File: src/rtl/asip_pkg.sv
// rtl/asip_pkg.sv - shared types and constants for the multicycle ASIP core
//
// Purpose: instruction field positions, instruction width, opcode and FSM
//          state encodings used by asip_mc and asip_regfile.
// Ports:   none (package).

package asip_pkg;

  localparam int INST_W  = 24;

  localparam int OP_MSB  = 23;
  localparam int OP_LSB  = 20;
  localparam int RD_MSB  = 19;
  localparam int RD_LSB  = 16;
  localparam int RN_MSB  = 15;
  localparam int RN_LSB  = 12;
  localparam int RM_MSB  = 11;
  localparam int RM_LSB  = 8;
  localparam int IMM_MSB = 11;
  localparam int IMM_LSB = 0;

  typedef enum logic [3:0] {
    OP_ADD  = 4'h0,
    OP_SUB  = 4'h1,
    OP_AND  = 4'h2,
    OP_OR   = 4'h3,
    OP_ADDI = 4'h4,
    OP_SUBI = 4'h5,
    OP_MOVI = 4'h6,
    OP_BEQZ = 4'h7,
    OP_B    = 4'h8,
    OP_HALT = 4'hF
  } opcode_e;

  typedef enum logic [1:0] {
    ST_FETCH  = 2'd0,
    ST_EXEC   = 2'd1,
    ST_WB     = 2'd2,
    ST_HALTED = 2'd3
  } state_e;

endpackage

File: src/rtl/asip_regfile.sv
// rtl/asip_regfile.sv - register file with two async read ports and one sync write port
//
// Purpose: NREGS x DATA_W architectural registers. r0 and indices >= NREGS
//          read as zero; writes to them are dropped. Synchronous reset to 0.
// Ports:   clk, rst          - clock, synchronous active-high reset
//          i_we, i_waddr,
//          i_wdata           - write port (takes effect on rising edge)
//          i_raddr_a/b       - read addresses
//          o_rdata_a/b       - combinational read data

module asip_regfile
  import asip_pkg::*;
#(
  parameter int DATA_W = 16,
  parameter int NREGS  = 16
) (
  input  logic              clk,
  input  logic              rst,
  input  logic              i_we,
  input  logic [3:0]        i_waddr,
  input  logic [DATA_W-1:0] i_wdata,
  input  logic [3:0]        i_raddr_a,
  output logic [DATA_W-1:0] o_rdata_a,
  input  logic [3:0]        i_raddr_b,
  output logic [DATA_W-1:0] o_rdata_b
);

  localparam logic [4:0] LP_NREGS = 5'(NREGS);

  // Full 16-entry array keeps indexing width-clean; entries at or above
  // NREGS are never written and so stay constant zero.
  logic [DATA_W-1:0] r_regs [16];

  logic w_wr_ok;
  logic w_rd_ok_a;
  logic w_rd_ok_b;

  assign w_wr_ok   = i_we && (i_waddr != 4'd0) && ({1'b0, i_waddr} < LP_NREGS);
  assign w_rd_ok_a = (i_raddr_a != 4'd0) && ({1'b0, i_raddr_a} < LP_NREGS);
  assign w_rd_ok_b = (i_raddr_b != 4'd0) && ({1'b0, i_raddr_b} < LP_NREGS);

  always_ff @(posedge clk) begin
    if (rst) begin
      for (int i = 0; i < 16; i++) begin
        r_regs[i] <= '0;
      end
    end else if (w_wr_ok) begin
      r_regs[i_waddr] <= i_wdata;
    end
  end

  assign o_rdata_a = w_rd_ok_a ? r_regs[i_raddr_a] : '0;
  assign o_rdata_b = w_rd_ok_b ? r_regs[i_raddr_b] : '0;

endmodule

File: src/rtl/asip_mc.sv
// rtl/asip_mc.sv - multicycle ASIP core top (FETCH/EXEC/WB/HALTED)
//
// Purpose: fetches 24-bit instructions with a request/valid handshake and
//          executes ALU, immediate, branch and HALT instructions over at
//          least three cycles each.
// Ports:   clk, rst     - clock, synchronous active-high reset
//          inst_req     - core wants the instruction at PC (high in FETCH)
//          inst_valid   - inst holds the instruction for PC
//          inst         - instruction word
//          PC           - address of instruction being fetched/executed
//          aluRes       - result of last ALU/MOVI operation
//          aluZero      - aluRes == 0 for last ALU/MOVI operation
//          halted       - core is in HALTED

module asip_mc
  import asip_pkg::*;
#(
  parameter int DATA_W = 16,
  parameter int PC_W   = 16,
  parameter int NREGS  = 16
) (
  input  logic              clk,
  input  logic              rst,
  output logic              inst_req,
  input  logic              inst_valid,
  input  logic [INST_W-1:0] inst,
  output logic [PC_W-1:0]   PC,
  output logic [DATA_W-1:0] aluRes,
  output logic              aluZero,
  output logic              halted
);

  state_e              r_state;
  logic [INST_W-1:0]   r_ir;
  logic [PC_W-1:0]     r_pc;
  logic [PC_W-1:0]     r_pc_next;
  logic [DATA_W-1:0]   r_res;
  logic [DATA_W-1:0]   r_alu_res;
  logic                r_alu_zero;
  logic                r_is_alu;
  logic                r_inst_req;
  logic                r_halted;

  opcode_e             w_op;
  logic [3:0]          w_rd;
  logic [3:0]          w_rn;
  logic [3:0]          w_rm;
  logic [11:0]         w_imm12;
  logic [DATA_W-1:0]   w_imm;
  logic [DATA_W-1:0]   w_a;
  logic [DATA_W-1:0]   w_b;
  logic [DATA_W-1:0]   w_alu;
  logic                w_is_alu;
  logic [PC_W-1:0]     w_pc_seq;
  logic [PC_W-1:0]     w_pc_br;
  logic [PC_W-1:0]     w_pc_next;
  logic                w_we;

  assign w_op    = opcode_e'(r_ir[OP_MSB:OP_LSB]);
  assign w_rd    = r_ir[RD_MSB:RD_LSB];
  assign w_rn    = r_ir[RN_MSB:RN_LSB];
  assign w_rm    = r_ir[RM_MSB:RM_LSB];
  assign w_imm12 = r_ir[IMM_MSB:IMM_LSB];

  // Size casts zero-extend or truncate the immediate to the datapath width;
  // the signed cast sign-extends the branch offset to PC width.
  assign w_imm    = DATA_W'(w_imm12);
  assign w_pc_seq = r_pc + PC_W'(1);
  assign w_pc_br  = w_pc_seq + PC_W'($signed(w_imm12));

  // IR is stable from EXEC through WB, so rd can come straight from it.
  assign w_we = (r_state == ST_WB) && r_is_alu;

  asip_regfile #(
    .DATA_W (DATA_W),
    .NREGS  (NREGS)
  ) u_regfile (
    .clk       (clk),
    .rst       (rst),
    .i_we      (w_we),
    .i_waddr   (w_rd),
    .i_wdata   (r_res),
    .i_raddr_a (w_rn),
    .o_rdata_a (w_a),
    .i_raddr_b (w_rm),
    .o_rdata_b (w_b)
  );

  always_comb begin
    w_alu     = '0;
    w_is_alu  = 1'b1;
    w_pc_next = w_pc_seq;
    case (w_op)
      OP_ADD:  w_alu = w_a + w_b;
      OP_SUB:  w_alu = w_a - w_b;
      OP_AND:  w_alu = w_a & w_b;
      OP_OR:   w_alu = w_a | w_b;
      OP_ADDI: w_alu = w_a + w_imm;
      OP_SUBI: w_alu = w_a - w_imm;
      OP_MOVI: w_alu = w_imm;
      OP_BEQZ: begin
        w_is_alu = 1'b0;
        if (w_a == '0) w_pc_next = w_pc_br;
      end
      OP_B: begin
        w_is_alu  = 1'b0;
        w_pc_next = w_pc_br;
      end
      default: w_is_alu = 1'b0;
    endcase
  end

  always_ff @(posedge clk) begin
    if (rst) begin
      r_state    <= ST_FETCH;
      r_ir       <= '0;
      r_pc       <= '0;
      r_pc_next  <= '0;
      r_res      <= '0;
      r_alu_res  <= '0;
      r_alu_zero <= 1'b1;
      r_is_alu   <= 1'b0;
      r_inst_req <= 1'b1;
      r_halted   <= 1'b0;
    end else begin
      case (r_state)
        ST_FETCH: begin
          if (inst_valid) begin
            r_ir       <= inst;
            r_state    <= ST_EXEC;
            r_inst_req <= 1'b0;
          end
        end
        ST_EXEC: begin
          if (w_op == OP_HALT) begin
            r_state  <= ST_HALTED;
            r_halted <= 1'b1;
          end else begin
            r_res     <= w_alu;
            r_pc_next <= w_pc_next;
            r_is_alu  <= w_is_alu;
            r_state   <= ST_WB;
          end
        end
        ST_WB: begin
          if (r_is_alu) begin
            r_alu_res  <= r_res;
            r_alu_zero <= (r_res == '0);
          end
          r_pc       <= r_pc_next;
          r_state    <= ST_FETCH;
          r_inst_req <= 1'b1;
        end
        ST_HALTED: begin
          r_inst_req <= 1'b0;
          r_halted   <= 1'b1;
        end
        default: r_state <= ST_FETCH;
      endcase
    end
  end

  assign inst_req = r_inst_req;
  assign PC       = r_pc;
  assign aluRes   = r_alu_res;
  assign aluZero  = r_alu_zero;
  assign halted   = r_halted;

endmodule

File: config.mk
export PLATFORM = sky130hd
export DESIGN_NAME = asip_mc
export DESIGN_NICKNAME = d
export VERILOG_FILES = /design/src/rtl/asip_pkg.sv /design/src/rtl/asip_regfile.sv /design/src/rtl/asip_mc.sv
export SDC_FILE = /design/constraint.sdc
export NUM_CORES = 1
export LEC_CHECK = 0
export ABC_AREA = 1
export BUFFER_PORTS_ARGS = -buffer_cell sky130_fd_sc_hd__buf_2
export CAP_MARGIN = 20
export CORE_MARGIN = 2
export CORE_UTILIZATION = 59
export DETAILED_ROUTE_END_ITERATION = 8
export GPL_TIMING_DRIVEN = 1
export PLACE_DENSITY = 0.76
export SLEW_MARGIN = 20
export SYNTH_ARGS = -nofsm -noshare
export SYNTH_HDL_FRONTEND = slang
export SYNTH_HIERARCHICAL = 1
export SYNTH_SLANG_ARGS = --single-unit
File: constraint.sdc
create_clock -name clk -period 7.8 [get_ports clk]
set_input_delay 1.17 -clock clk [delete_from_list [all_inputs] [get_ports clk]]
set_output_delay 1.17 -clock clk [all_outputs]
set_load 0.02 [all_outputs]
# Word level (Yosys, flattened, before mapping)
# Memory sizes are Yosys's and may differ from the RTL's. A register that Yosys moved wholly into a read port is not among the register bits.
# Cells that the tools add are included.
[word_totals] reg_bits=94 ramBits=256 inputBits=27 out_inout_bits=35 word_cells=79 memories=1
[classes] addsub=6 n_eq_ne=14 n_mux=25 bitwise_logic=3 reduce_logical=20
[memory_table] memory="u_regfile.r_regs" words=16 word_bits=16 read_ports=2 rd_ports_with_merged_regs=2 wr=16 line="asip_regfile.sv:32" text="logic [DATA_W-1:0] r_regs [16];"
[ops] cell="$pmux 16 s7" count=1
[ops] cell="$mux 16" count=4
[ops] cell="$add 16x16->16" count=2
[ops] cell="$logic_not 16->1" count=2
[ops] cell="$pmux 16 s2" count=1
[ops] cell="$mux 4" count=5
[ops] cell="$add 16x1->16 const B" count=1
[ops] cell="$add 16x12->16" count=1
[ops] cell="$and 16x16->16" count=1
[ops] cell="$eq 4x3->1 const B" count=4
[ops] cell="$or 16x16->16" count=1
[ops] cell="$reduce_or 16->1" count=1
[ops] cell="$sub 16x12->16" count=1
[ops] cell="$sub 16x16->16" count=1
[ops] cell="$reduce_and 2->1" count=6
[ops] cell="$reduce_bool 4->1" count=3
[ops] cell="$mux 1" count=10
[ops] cell="$eq 4x2->1 const B" count=2
[ops] cell="$eq 4x4->1 const B" count=2
[ops] cell="$reduce_or 7->1" count=1
[ops] cell="$pmux 2 s3" count=1
[ops] cell="$reduce_bool 3->1" count=2
[ops] cell="$eq 2x2->1 const B" count=2
[ops] cell="$eq 4x1->1 const B" count=1
[ops] cell="10 further kinds" count=12

# Depth between registers and ports, before layout
# Gate-level depths: netlist of the first run.
[depth] word_depth=8 ltp_mapped=33 depth_no_buf=31

# Modules after synthesis
# The synthesis of the first run kept the hierarchy.
[by_module_without_submodules] module="asip_regfile" n_inst=1 cells_each=2052 area_per_inst_um2=15124.5 seq_area_each_um2=7687.4
[by_module_without_submodules] module="asip_mc" n_inst=1 cells_each=1012 area_per_inst_um2=6512.5 seq_area_each_um2=1881.8

# Worst setup path after synthesis of the first run
# OpenSTA, ideal clock, no wires.
[synth_timing] kind="register to register" startpoint="register r_ir[8]" endpoint="register r_res[15]" setup_ps=131 t_arrival_ps=3711 t_required_ps=7669 slack_ps=3958 path_stages_with_launch=32 path_buffers=2 period_less_slack_ps=3842 cell_sequence="dfxtp_1 -> inv_1 -> clkbuf_1 -> clkbuf_1 -> nand2_1 -> nand3_1 -> nand2_1 -> nand2_1 -> nand2_1 -> inv_1 -> a21oi_1 -> inv_1 -> ha_1 -> nand3_1 -> nor2_1 -> nand2_1 -> nor2_1 -> inv_1 -> nor2_1 -> inv_1 -> o21ai_0 -> a31oi_1 -> ha_1 -> nand2_1 -> nor4_1 -> nand2_1 -> nand3_1 -> nand3_1 -> nand3_1 -> nand2_1 -> nand2_1 -> a21oi_2"
[synth_between] elab_chain_cells=4 word_cells_on_any_way=9 cone_classes="4 x add/sub; 2 x mux; 2 x bitwise; 1 x reduce/logical"
[synth_lines] element="start, declared" line="asip_mc.sv:34" text="logic [INST_W-1:0] r_ir;"
[synth_lines] element="start signal, assigned" line="asip_mc.sv:129" text="r_ir <= inst;"
[synth_lines] element="$reduce_bool 4->1 *" line="asip_regfile.sv:40" text="assign w_rd_ok_b = (i_raddr_b != 4'd0) && ({1'b0, i_raddr_b} < LP_NREGS);"
[synth_lines] element="$mux 16 *" line="asip_regfile.sv:53" text="assign o_rdata_b = w_rd_ok_b ? r_regs[i_raddr_b] : '0;"
[synth_lines] element="named net w_b[0]" line="asip_mc.sv:51" text="logic [DATA_W-1:0] w_b;"
[synth_lines] element="$sub 16x16->16 or $add 16x16->16 (tied branches)" line="asip_mc.sv:95, asip_mc.sv:94"
[synth_lines] element="$pmux 16 s7 *" line="asip_mc.sv:93" text="case (w_op)"
[synth_lines] element="end signal, assigned" line="asip_mc.sv:139" text="r_res <= w_alu;"
[synth_lines] element="end, declared" line="asip_mc.sv:37" text="logic [DATA_W-1:0] r_res;"
# The timed path passes the listed nets; every way through them passes the cells marked *.
# A chain may end at the register's enable or synchronous reset.

# Final worst setup path of the first run
[layout_timing] startpoint="register r_ir[8]" endpoint="register r_res[13]"
# The elaborated chain is that of the path after synthesis.

==> impl_metrics.tcl, run 1 <==
set metrics [dict create \
    status "finished clean" \
    period_share_pct 70.7 \
    critPathArrivalTime_ns 5.95 \
    cts-buffers-inserted 40 \
    slew-limit-headroom_pct 24.4 \
    overflow 0 \
    insertion_delay_ns 0.58 \
    routed-via-count 21400 \
    coreArea_um2 36300 \
    synthFlopType "edfxtp_1" \
    cts.clk_slew.worst_paths_ns 0.06 \
    fin_crit_ns 5.51 \
    syn_inst 3064 \
    crit_required_ns 8.24 \
    yosys_warnings 6 \
    ys_ff_latch 350 \
    avgRoutedWirePerCell_um 20.9 \
    async_flop_share_pct 0 \
    netlist_area_um2 21600 \
    layout-drive-gt1-share_pct 6.71 \
    final_cell_mix "nand2_1 (897), nand3_1 (431), inv_1 (400)" \
    ff2ff_setup_slack_ns 2.29 \
    grt_pass1_wl_mm 113 \
    antenna_found_initial 0 \
    rsz0062_at_grt "false" \
    critical_path_class "register to register" \
    r2r_end "r_res[13]$_SDFFE_PP0P_" \
    fin_area_um2 23400 \
    io_pins 62 \
    postCtsSetupBuffers 0 \
    drc_errors 0 \
    peakVddDrop_v 0.000203 \
    synth_area_per_cell_um2 7.06 \
    io_buffers 61 \
    seq_area_frac_synth_pct 44.2 \
    reg2reg_from "r_ir[8]$_SDFFE_PP0P_" \
    avgViaCountPerCell 6.04 \
    end_kind "register" \
    start_kind "register" \
    cts_buffer_depth 3 \
    cts_sinks 350 \
    die_h_um 196 \
    dieWidth_um 196 \
    track_usage_pct 38.6 \
    dpl.hpwl_mm 47.3 \
    cts_hold_buf 0 \
    insertedDiodeCount 0 \
    cts_resized 0 \
    final_max_slew_viol_count 0 \
    gp_congestion 1.01 \
    p_leak_nw 10.6 \
    worst-slew-pin-transition_ns 1.13 \
    start_util_pct 59.5 \
    layout.cells.most_common "nand2_1" \
    root_buffer "clkbuf_16" \
    cp_max_fo 43 \
    fmax_mhz 181 \
    finalNetCount 3104 \
    tritoncts "built" \
    cap_violations 0 \
    fp.dieArea_um2 38200 \
    ant_nets 0 \
    synth-edff-count 256 \
    first_pass_iters 8 \
    yosysUniqueCellTypes 51 \
    tns_ns 0 \
    routed_wl_mm 73.8 \
    rr_worst_depth 27 \
    grt_pass1_vias 20400 \
    skew_ns 0.0175 \
    finalSetupViolCount 0 \
    hold_viol 0 \
    grt_max_degree 101 \
    htreeDepth 2 \
    drt_iter0_markers 2573 \
    areaGrowthSynthToFinish_pct 8.07 \
    hp-class "register to register" \
    critPathLaunch "r_ir[8]$_SDFFE_PP0P_" \
    rows 70 \
    timing.hold.ws_ns 0.460 \
    dpl-instance-area_um2 22000 \
    cellPowerDensity_nw_per_um2 234 \
    crit_path_end "r_res[13]$_SDFFE_PP0P_" \
]
[where the power goes]
part           internal (W)  switching [W]  total (W)
clock network       0.00115       0.000794    0.00195
logic              0.000383        0.00100    0.00138
registers           0.00207      0.0000709    0.00214
total               0.00361        0.00186    0.00547
[cell usage after synthesis (11+ instances only)]
| library cell | instances | share of area (%) |
|---|---|---|
| nand2_1 | 897 | 16 |
| nand4_1 | 11 | 0.32 |
| buf_2 | 41 | 0.95 |
| inv_1 | 402 | 7.0 |
| a31oi_1 | 11 | 0.32 |
| clkbuf_1 | 82 | 1.4 |
| nand2_2 | 15 | 0.43 |
| o21ai_0 | 107 | 2.5 |
| a21oi_1 | 152 | 3.5 |
| ha_1 | 33 | 1.9 |
| dfxtp_1 | 94 | 8.7 |
| nor2_1 | 358 | 6.2 |
| buf_1 | 27 | 0.47 |
| xor2_1 | 14 | 0.57 |
| nand3_1 | 431 | 10 |
| edfxtp_1 | 256 | 36 |
[worst max-delay path: stages (launching register included)]
cell and delay (ns):
dfxtp_4 0.66, clkinv_2 0.55, buf_4 0.44, nand2_1 0.11, nand3_1 0.06, nand3_1 0.20
nand3_1 0.23, a21oi_1 0.43, inv_1 0.14, ha_1 0.25, nand3_1 0.11, nor2_1 0.06
nand2_1 0.11, nor2_1 0.06, inv_1 0.15, nor2_1 0.07, o21ai_0 0.15, o21ai_0 0.11
ha_1 0.38, nand2_1 0.14, o21ai_0 0.33, a21oi_1 0.15, nand2_1 0.10, nand2_1 0.05
nand3_1 0.07, nand3_1 0.07, nand2_1 0.07, a21oi_1 0.06
[layout make-up]
| type | instances | area (um^2) |
|---|---|---|
| clock inverter | 17 | 176 |
| inverter | 417 | 1570 |
| sequential | 350 | 9580 |
| tap | 468 | 586 |
| clock buffer | 54 | 1170 |
| multi-input combinational | 2149 | 9830 |
| timing repair buffer | 84 | 478 |
| fill | 3232 | 13000 |
[worst min path at each step]
stage,from,endpoint,slack (ns),cells after the start
floorplan,r_pc_next[2]$_SDFFE_PP0P_,PC[2]$_SDFFE_PP0P_,0.43,2
global placement,aluRes[10]$_SDFFE_PP0P_,aluRes[10]$_SDFFE_PP0P_,0.44,1
detailed placement,r_pc_next[2]$_SDFFE_PP0P_,PC[2]$_SDFFE_PP0P_,0.45,2
CTS,r_is_alu$_SDFFE_PP0P_,r_is_alu$_SDFFE_PP0P_,0.46,2
global route,aluRes[8]$_SDFFE_PP0P_,aluRes[8]$_SDFFE_PP0P_,0.48,2
finish,aluRes[12]$_SDFFE_PP0P_,aluRes[12]$_SDFFE_PP0P_,0.46,2
[metal layers]
metal | up-vias | track usage (%) | part of all wire [%]
met4 | 0 | 23.0 | 6.5
met3 | 318 | 8.76 | 12
li1 | 9782 | - | -
met5 | - | 0 | 0
met2 | 1417 | 60.8 | 44
met1 | 9869 | 48.7 | 37
[flip-flops by register name, indices dropped and copies added (netlist names)]
signal and flops:
r_state 2, aluZero 1, halted 1, r_res 16, inst_req 1, aluRes 16, r_is_alu 1, r_pc_next 16
u_regfile/r_regs 256, r_ir 24, PC 16
[cell families (layout without fill, tap and decap cells)]
family | after synthesis | count (layout) | share of synthesized area (%)
simple gates | 1764 | 1764 | 34.4
compound gates | 316 | 316 | 7.92
fa+ha+maj | 35 | 35 | 2.09
flops | 350 | 350 | 44.2
other cells | 1 | 16 | 0.0173
xor+xnor | 18 | 18 | 0.729
buf+inv | 580 | 572 | 10.7
[metrics by stage]
step                util (%)  worst slack (ns)  cells  total power, W
finish                  64.3              2.29   3539         0.00547
global route            64.3              1.85   3539         0.00567
CTS                     64.3              2.49   3539         0.00543
detailed placement      60.6              2.52   3468         0.00350
global placement        60.6              2.59   3467         0.00348
floorplan                  -              3.96   3079         0.00308
Note: power is estimated with default switching activity, not from simulation.
==> run 2: changes to the inputs <==
Settings changed: ABC_AREA 1 to 0.
Clock period 7.8 ns to 5.5 ns, I/O delays scaled along.
==> impl_metrics.tcl, run 2 <==
set metrics [dict create \
    grt_pass1_vias 14800 \
    synthMostInstantiatedCell "and2_1" \
    postCtsSetupBuffers 0 \
    first_pass_iters 6 \
    regMostFlops "u_regfile/r_regs" \
    p_clk_share_pct 37.2 \
    final_cell_mix "and2_1 (243), edfxtp_1 (241), nand2_1 (173)" \
    cts_sinks 335 \
    layout.cells.most_common "and2_1" \
    insertedDiodeCount 0 \
    r2r_end "r_res[13]$_SDFFE_PP0P_" \
    htreeDepth 2 \
    ant_nets 0 \
    avgViaCountPerCell 6.67 \
    yosys_warnings 6 \
    hp-class "register to register" \
    largest_register_ff_count 241 \
    insertion_delay_ns 0.54 \
    cts_resized 0 \
    tns_ns 0 \
    hold_viol 0 \
    final_util_pct 65.6 \
    finalSetupViolCount 0 \
    overflow 0 \
    routed-via-count 15300 \
    p_sw_share_pct 28.9 \
    synth-edff-count 241 \
    cts-buffers-inserted 38 \
    cp_max_fo 17 \
    pwr-share-seq_pct 45.5 \
    synthFlopType "edfxtp_1" \
    synth_top_area_share_pct 36.9 \
    drt_iter0_markers 1918 \
    end_kind "register" \
    status "finished clean" \
    coreArea_um2 32600 \
    peakVddDrop_v 0.000260 \
    dieWidth_um 186 \
    start_kind "register" \
    fmax_mhz 201 \
    finalNetCount 1887 \
    cellPowerDensity_nw_per_um2 305 \
    setup_ws_ns 0.526 \
    rr_worst_depth 16 \
    p_leak_nw 7.70 \
    pre_cts_slack_ns 0.298 \
    skew_ns 0.0136 \
    tritoncts "built" \
    rows 66 \
    cts_buffer_depth 3 \
    worst-slew-pin-transition_ns 1.19 \
    netlist_area_um2 19600 \
    io_pins 62 \
    critical_path_class "register to register" \
    dpl.hpwl_mm 40.2 \
    track_usage_pct 34.7 \
    period_share_pct 90.4 \
    cts_hold_buf 0 \
    critPathLaunch "r_ir[11]$_SDFFE_PP0P_" \
    reg2reg_from "r_ir[11]$_SDFFE_PP0P_" \
    fin_crit_ns 4.97 \
    critPathArrivalTime_ns 5.41 \
    areaGrowthSynthToFinish_pct 9.21 \
    root_buffer "clkbuf_16" \
    grt_pass1_wl_mm 88.1 \
    layout-drive-gt1-share_pct 17.6 \
    final_cells 2295 \
    timing.hold.ws_ns 0.451 \
    synth_common_cells "and2_1 (243), edfxtp_1 (241), nand2_1 (173)" \
    drc_errors 0 \
    synth_top_cell_by_area "edfxtp_1" \
    crit_required_ns 5.93 \
    p_comb_share_pct 17.3 \
    grt_max_degree 62 \
    dp_cells 2227 \
    syn_inst 1803 \
    p_int_w 0.00464 \
    fillers 2530 \
    cap_violations 0 \
    routed_wl_mm 60.0 \
    io_buffers 61 \
    gp_congestion 0.989 \
    ys_ff_latch 335 \
    fp.dieArea_um2 34700 \
    async_flop_share_pct 0 \
    rsz0062_at_grt "false" \
    crit_path_end "r_res[13]$_SDFFE_PP0P_" \
    yosysUniqueCellTypes 85 \
    seq_area_frac_synth_pct 46.6 \
    largestRegisters "u_regfile/r_regs: 241 flops, r_ir: 24 flops" \
    antenna_found_initial 1 \
    synthTopCellsByArea "edfxtp_1 (37%), dfxtp_1 (9.6%), and2_1 (7.8%)" \
    start_util_pct 60.0 \
    synth_area_per_cell_um2 10.9 \
    final_max_slew_viol_count 0 \
    p_switching_w 0.00188 \
    slew-limit-headroom_pct 18.5 \
    synth_nets 1865 \
    ff2ff_setup_slack_ns 0.53 \
    avgRoutedWirePerCell_um 26.1 \
    cts.clk_slew.worst_paths_ns 0.06 \
    die_h_um 186 \
]
-- run 2: cell families after synthesis --
kind of cell,after synthesis,share of synthesized area [%]
compound gates,384,12.8
xor+xnor,45,2.01
fa+ha+maj,35,2.31
buf+inv,161,4.20
flops,335,46.6
mux,196,14.4
other cells,1,0.0191
simple gates,646,17.7
-- run 2: power by group through the flow --
stage | clock network (W) | registers (W) | logic (W)
floorplan | 0 | 0.00290 | 0.000842
global placement | 0 | 0.00301 | 0.00108
detailed placement | 0 | 0.00301 | 0.00109
CTS | 0.00244 | 0.00296 | 0.00110
global route | 0.00255 | 0.00298 | 0.00120
finish | 0.00243 | 0.00297 | 0.00113
-- run 2: layout make-up --
cell class	count	area [um^2]	area share, %
flip-flops and latches	335	9130	42.7
repair buffers	123	786	3.67
multi-input cells	1307	9670	45.2
clock buffers	51	1050	4.93
well taps	442	553	2.59
clock inverters	17	119	0.556
inverters	20	75.1	0.351
-- run 2: how the worst min path moves through the flow --
| stage | from | endpoint | slack (ns) | depth (start not counted) |
|---|---|---|---|---|
| 5_1_grt | aluRes[12]$_SDFFE_PP0P_ | aluRes[12]$_SDFFE_PP0P_ | 0.46 | 2 |
| 2_1_floorplan | r_pc_next[5]$_SDFFE_PP0P_ | PC[5]$_SDFFE_PP0P_ | 0.43 | 2 |
| 3_3_place_gp | halted$_SDFFE_PP0P_ | halted$_SDFFE_PP0P_ | 0.44 | 2 |
| 6_report | aluRes[11]$_SDFFE_PP0P_ | aluRes[11]$_SDFFE_PP0P_ | 0.45 | 2 |
| 3_5_place_dp | aluRes[11]$_SDFFE_PP0P_ | aluRes[11]$_SDFFE_PP0P_ | 0.44 | 2 |
| 4_1_cts | aluRes[11]$_SDFFE_PP0P_ | aluRes[11]$_SDFFE_PP0P_ | 0.45 | 2 |
-- run 2: critical path, cell delays in order, from the launching register on --
cell	delay (ns)
dfxtp_2	0.59
buf_4	0.34
mux4_2	0.35
mux2i_1	0.29
a21oi_1	0.27
or4_4	0.49
or4_1	0.57
o21ai_0	0.21
a221oi_1	0.11
ha_1	0.36
o21ai_0	0.11
or2_2	0.30
a21oi_1	0.17
a21oi_1	0.15
nor4_1	0.21
a41oi_1	0.08
a221oi_1	0.27
-- run 2: layer usage --
metal	GRT usage [%]	part of all wire [%]	vias to the layer above
met3	5.70	9.4	182
li1	-	-	6757
met5	0	0	-
met2	57.1	48	875
met1	43.8	37	7505
met4	19.5	5.6	0
-- run 2: metrics by stage --
step	total power, W	area, um^2
after floorplan	0.00374	19600
after global placement	0.00409	20200
after detailed placement	0.00410	20200
after CTS	0.00650	21400
after global routing	0.00673	21400
final	0.00652	21400
